==> src/rtl/bus_master_port.sv <==
// bus_master_port: arbitrated bit-serial bus master; shifts address/write data out MSB first and read data in.
module bus_master_port #(
  parameter int ADDR_WIDTH = 14,
  parameter int DATA_WIDTH = 8,
  parameter int TIMEOUT    = 16
) (
  input  logic                  clk,
  input  logic                  reset,
  input  logic                  enable,
  input  logic                  read_en,
  input  logic [ADDR_WIDTH-1:0] addr_in,
  input  logic [DATA_WIDTH-1:0] data_in,
  output logic                  m_request,
  output logic                  done,
  output logic                  error,
  output logic [DATA_WIDTH-1:0] data_out,
  output logic                  bus_req,
  input  logic                  bus_grant,
  output logic                  bus_valid,
  output logic                  bus_mode,
  output logic                  bus_out,
  input  logic                  slave_ack,
  input  logic                  bus_in,
  input  logic                  bus_in_valid
);
  typedef enum logic [2:0] {IDLE, REQ, ADDR, WDATA, WACK, RDATA, DONE, ERR} state_t;
  localparam int CW = $clog2(ADDR_WIDTH);
  localparam int TW = $clog2(TIMEOUT + 1);
  localparam int PW = ADDR_WIDTH - DATA_WIDTH;
  state_t                state;
  logic [ADDR_WIDTH-1:0] addr_q;
  logic [DATA_WIDTH-1:0] data_q;
  logic                  rd_q;
  // tx_sr holds the bit currently on bus_out at its MSB; write data is left-aligned
  logic [ADDR_WIDTH-1:0] tx_sr;
  logic [DATA_WIDTH-1:0] rx_sr;
  logic [CW-1:0]         bit_cnt;
  logic [TW-1:0]         tmo_cnt;
  always_ff @(posedge clk or negedge reset) begin
    if (!reset) begin
      state     <= IDLE;
      addr_q    <= '0;
      data_q    <= '0;
      rd_q      <= 1'b0;
      tx_sr     <= '0;
      rx_sr     <= '0;
      bit_cnt   <= '0;
      tmo_cnt   <= '0;
      m_request <= 1'b0;
      done      <= 1'b0;
      error     <= 1'b0;
      data_out  <= '0;
      bus_req   <= 1'b0;
      bus_valid <= 1'b0;
      bus_mode  <= 1'b0;
      bus_out   <= 1'b0;
    end else begin
      done  <= 1'b0;
      error <= 1'b0;
      case (state)
        IDLE: if (enable) begin
          addr_q    <= addr_in;
          data_q    <= data_in;
          rd_q      <= read_en;
          bus_req   <= 1'b1;
          m_request <= 1'b1;
          tmo_cnt   <= '0;
          state     <= REQ;
        end
        REQ: if (bus_grant) begin
          state     <= ADDR;
          bus_valid <= 1'b1;
          bus_mode  <= rd_q;
          tx_sr     <= addr_q;
          bus_out   <= addr_q[ADDR_WIDTH-1];
          bit_cnt   <= '0;
          tmo_cnt   <= '0;
        end
        ADDR, WDATA: begin
          // grant loss restarts the whole transfer from address MSB
          if (!bus_grant) begin
            state     <= REQ;
            bus_valid <= 1'b0;
            bus_mode  <= 1'b0;
            bus_out   <= 1'b0;
            tmo_cnt   <= '0;
          end else if (state == ADDR && bit_cnt == CW'(ADDR_WIDTH - 1)) begin
            bit_cnt <= '0;
            tmo_cnt <= '0;
            if (rd_q) begin
              state     <= RDATA;
              bus_valid <= 1'b0;
              bus_mode  <= 1'b0;
              bus_out   <= 1'b0;
            end else begin
              state   <= WDATA;
              tx_sr   <= {data_q, {PW{1'b0}}};
              bus_out <= data_q[DATA_WIDTH-1];
            end
          end else if (state == WDATA && bit_cnt == CW'(DATA_WIDTH - 1)) begin
            state     <= WACK;
            bus_valid <= 1'b0;
            bus_mode  <= 1'b0;
            bus_out   <= 1'b0;
            tmo_cnt   <= '0;
          end else begin
            bit_cnt <= bit_cnt + CW'(1);
            tx_sr   <= tx_sr << 1;
            bus_out <= tx_sr[ADDR_WIDTH-2];
          end
        end
        WACK: begin
          if (slave_ack) begin
            state     <= DONE;
            done      <= 1'b1;
            bus_req   <= 1'b0;
            m_request <= 1'b0;
            tmo_cnt   <= '0;
          end else if (tmo_cnt == TW'(TIMEOUT - 1)) begin
            state     <= ERR;
            error     <= 1'b1;
            bus_req   <= 1'b0;
            m_request <= 1'b0;
            tmo_cnt   <= '0;
          end else begin
            tmo_cnt <= tmo_cnt + TW'(1);
          end
        end
        RDATA: begin
          if (bus_in_valid) begin
            rx_sr   <= {rx_sr[DATA_WIDTH-2:0], bus_in};
            tmo_cnt <= '0;
            if (bit_cnt == CW'(DATA_WIDTH - 1)) begin
              state     <= DONE;
              done      <= 1'b1;
              bus_req   <= 1'b0;
              m_request <= 1'b0;
              data_out  <= {rx_sr[DATA_WIDTH-2:0], bus_in};
            end else begin
              bit_cnt <= bit_cnt + CW'(1);
            end
          end else if (tmo_cnt == TW'(TIMEOUT - 1)) begin
            state     <= ERR;
            error     <= 1'b1;
            bus_req   <= 1'b0;
            m_request <= 1'b0;
            tmo_cnt   <= '0;
          end else begin
            tmo_cnt <= tmo_cnt + TW'(1);
          end
        end
        DONE, ERR: begin
          state   <= IDLE;
          tmo_cnt <= '0;
        end
        default: state <= IDLE;
      endcase
    end
  end
endmodule

==> config.mk <==
export PLATFORM = sky130hd
export DESIGN_NAME = bus_master_port
export DESIGN_NICKNAME = d
export VERILOG_FILES = /design/src/rtl/bus_master_port.sv
export SDC_FILE = /design/constraint.sdc
export NUM_CORES = 1
export LEC_CHECK = 0
export ABC_AREA = 1
export ABC_CLOCK_PERIOD_IN_PS = 2000
export BUFFER_PORTS_ARGS = -buffer_cell sky130_fd_sc_hd__clkbuf_2
export CORE_MARGIN = 3
export CORE_UTILIZATION = 57
export CTS_CLUSTER_SIZE = 40
export DETAILED_ROUTE_END_ITERATION = 10
export PLACE_DENSITY = 0.84
export RECOVER_POWER = 50
export SLEW_MARGIN = 20
export SYNTH_ARGS = -nofsm -noshare
export SYNTH_HDL_FRONTEND = slang
export SYNTH_SLANG_ARGS = --single-unit
==> constraint.sdc <==
create_clock -name clk -period 2 [get_ports clk]
set_input_delay 0.3 -clock clk [delete_from_list [all_inputs] [get_ports clk]]
set_output_delay 0.3 -clock clk [all_outputs]
set_load 0.01 [all_outputs]
==> impl_metrics.toml <==
[critical_path]
critical_path_required_ns = 2.22
slowest_stage = "dfrtp_1"
end_kind = "flip-flop"
endpoint = "tx_sr[2]"
cp.arrival_ns = 1.99
cp.depth = 10
max_stage_delay_ns = 0.41
rr_endpoint = "tx_sr[2]"
rr_worst_depth = 10
critPathLaunchType = "flip-flop"
crit_start = "bit_cnt[1]"
cp_max_fo = 18
reg2reg_from = "bit_cnt[1]"
regToRegSetupSlack_ns = 0.23
crit_type = "flip-flop to flip-flop"
path_cells = "inv_1 -> ha_1 -> nand2_2 -> nor2_4 -> nand2_1 -> nor2_2 -> nor2_4 -> buf_4 -> nand2_1 -> o21ai_0"
cp_top_family = "simple AND/OR/NAND/NOR gates"
critPathBufInv = 2

[sta]
whs_ns = 0.179
drv_slew = 0
max_slew_margin = 0.382
max_freq_mhz = 564
min_period_ns = 1.77
finalSetupViolCount = 0
clock_skew_ns = 0.0114
post-route-period-util = 0.886
fin_ws_ns = 0.229
final.setup.tns_ns = 0
worst_slew_pin_slew_ns = 0.927
finalHoldViolCount = 0
rsz0062_at_grt = "no"

[cts]
clockBufferDepth = 2
cts_sinks = 70
worstSkewPairLatency_ns = 0.35
htreeDepth = 3
cts_root_buf = "clkbuf_8"
clkTransAtPathRegs_ns = 0.07
tritoncts = "yes"
postCtsSetupRepairBufs = 0
cts_buffers = 9

[layout]
multi_input_area_um2 = 1420
final_cell_mix = "nand2_1, dfrtp_1, nor2_1"
diodes = 0
final_util = 0.692
layout-drive-gt1-share = 0.217
nets = 489
final_common_cell = "nand2_1"
regArea_um2 = 1750
syn_to_final_growth_pct = 14.5
fillers = 460

[floorplanning]
dieArea_um2 = 6980
core_region_area_um2 = 5680
die_y_um = 83.6
initial_utilization = 0.604
die_w_um = 83.6
io_pins = 45
rows = 27

[drt]
wl_per_cell_um = 13.3
avgViaCountPerCell = 5.23
dr_total_vias = 2788
drt_iter0_markers = 144
antenna_left = 0
drcViolationCount = 0
dr.pass1.iters = 4
routed_wl_um = 7080

[placement]
portBuffers = 44
place.gp.congestion = 0.942
place_ws_ns = 0.238
dp_hpwl_um = 5000

[logic_synthesis]
synth_top_area_share = 0.511
synth_nets = 437
yosysTopAreaCell = "dfrtp_1"
synth-seq-cells = 70
synth.yosys.seq_area_share = 0.511
synthTopCellsByArea = "dfrtp_1, nand2_1, nor2_1"
ys_types = 31
yosysWarningCount = 0
syn_inst = 404
avgSynthCellArea_um2 = 8.49
syn_area_um2 = 3430

[run]
timing.max_cap.violations = 0

[worst_hold_path]
min_from = "bus_in"
worstHoldPathType = "primary input to flip-flop"

[global_routing]
grt_pass1_wl_um = 12100
antenna_found_initial = 0
grt_max_degree = 71
first_global_vias = 2772
grt_usage = 0.215
grt_overflow_total = 0

[status]
status = "finished clean"

[pwr]
total_power_mw = 5.34
power_per_cell_area_nw_per_um2 = 1360
ir_worst_vdd_v = 0.000850
p_leak_nw = 2.08
kinds of logic (layout without fill, tap and decap cells):
logic type / count (synthesis) / count (layout) / share of synthesized area
multiplexers: 10 / 10 / 0.0328
XOR/XNOR: 4 / 4 / 0.0102
buffers and inverters: 56 / 113 / 0.0741
AND/OR/NAND/NOR: 200 / 200 / 0.264
adder cells (fa/ha/maj): 3 / 3 / 0.0109
flip-flops: 70 / 70 / 0.511
AO/OA/AOI/OAI: 61 / 61 / 0.0974
how the worst min path moves through the flow:
stage                        endpoint  slack [ns]  depth (start not counted)
final                     data_out[0]        0.18                          3
after global routing        addr_q[8]        0.18                          2
after CTS                  addr_q[11]        0.17                          2
after detailed placement        error        0.35                          2
after global placement     tmo_cnt[1]        0.35                          2
after floorplan             addr_q[0]       0.004                          0
power breakdown:
| group | switching, mW | total [mW] | internal (mW) |
|---|---|---|---|
| Combinational | 1.19 | 1.94 | 0.743 |
| Sequential | 0.303 | 2.26 | 1.95 |
| Clock | 0.515 | 1.15 | 0.638 |
area by class of cell:
type / instances / area share
clock buffer: 12 / 0.0395
clock inverter: 4 / 0.0115
inverter: 44 / 0.0427
multi-input combinational: 278 / 0.363
sequential: 70 / 0.446
tap: 72 / 0.0229
timing repair buffer: 53 / 0.0749
synthesized netlist by cell type:
cell type and n:
nand2_4 2, nand3b_1 2, nand2_1 111, ha_1 3
xnor2_1 2, nand4_1 3, or2_0 1, nor2_2 4
a21oi_1 21, nand3_2 1, xor2_1 2, o21ai_2 3
buf_6 3, inv_4 1, a21oi_2 2, inv_2 6
nor2_1 45, o21ai_0 26, nor2_8 2, nand2_2 4
buf_4 3, o22ai_1 5, nor3_1 1, o21ai_1 3
nand3_1 19, o22a_1 1, buf_2 6, mux2_2 10
nor2_4 5, inv_1 37, dfrtp_1 70
worst register-to-register path: stages, from the launching register on:
cell,delay [ns]
dfrtp_1,0.41
inv_1,0.07
ha_1,0.19
nand2_2,0.10
nor2_4,0.21
nand2_1,0.12
nor2_2,0.15
nor2_4,0.05
buf_4,0.19
nand2_1,0.08
o21ai_0,0.08
state kept, by name, indices dropped and copies added (netlist names), 3 cells and up:
| register | count |
|---|---|
| addr_q | 14 |
| tx_sr | 13 |
| data_out | 8 |
| data_q | 8 |
| rx_sr | 7 |
| tmo_cnt | 5 |
| bit_cnt | 4 |
| state | 3 |
what timing repair did:
action | 4_1_cts | 5_1_grt
endpoints found under the setup margin | 0 | 0
hold endpoints to repair | 70 | 0
resized for setup | 0 | 0
hold buffers | 1 | 0
routing by layer:
layer  up-vias  track usage  share of wire
met1      1290        0.266           0.44
met2        79        0.352           0.48
li1       1395            -              -
met3        24       0.0415          0.045
met5         -            0              0
met4         0        0.120          0.029
metrics by stage:
| step | area, µm² | std cells |
|---|---|---|
| detailed placement | 3740 | 516 |
| CTS | 3950 | 533 |
| global placement | 3740 | 516 |
| global route | 3930 | 533 |
| floorplan | 3430 | 404 |
| finish | 3930 | 533 |
No activity file was read; power rests on OpenSTA's default activity.
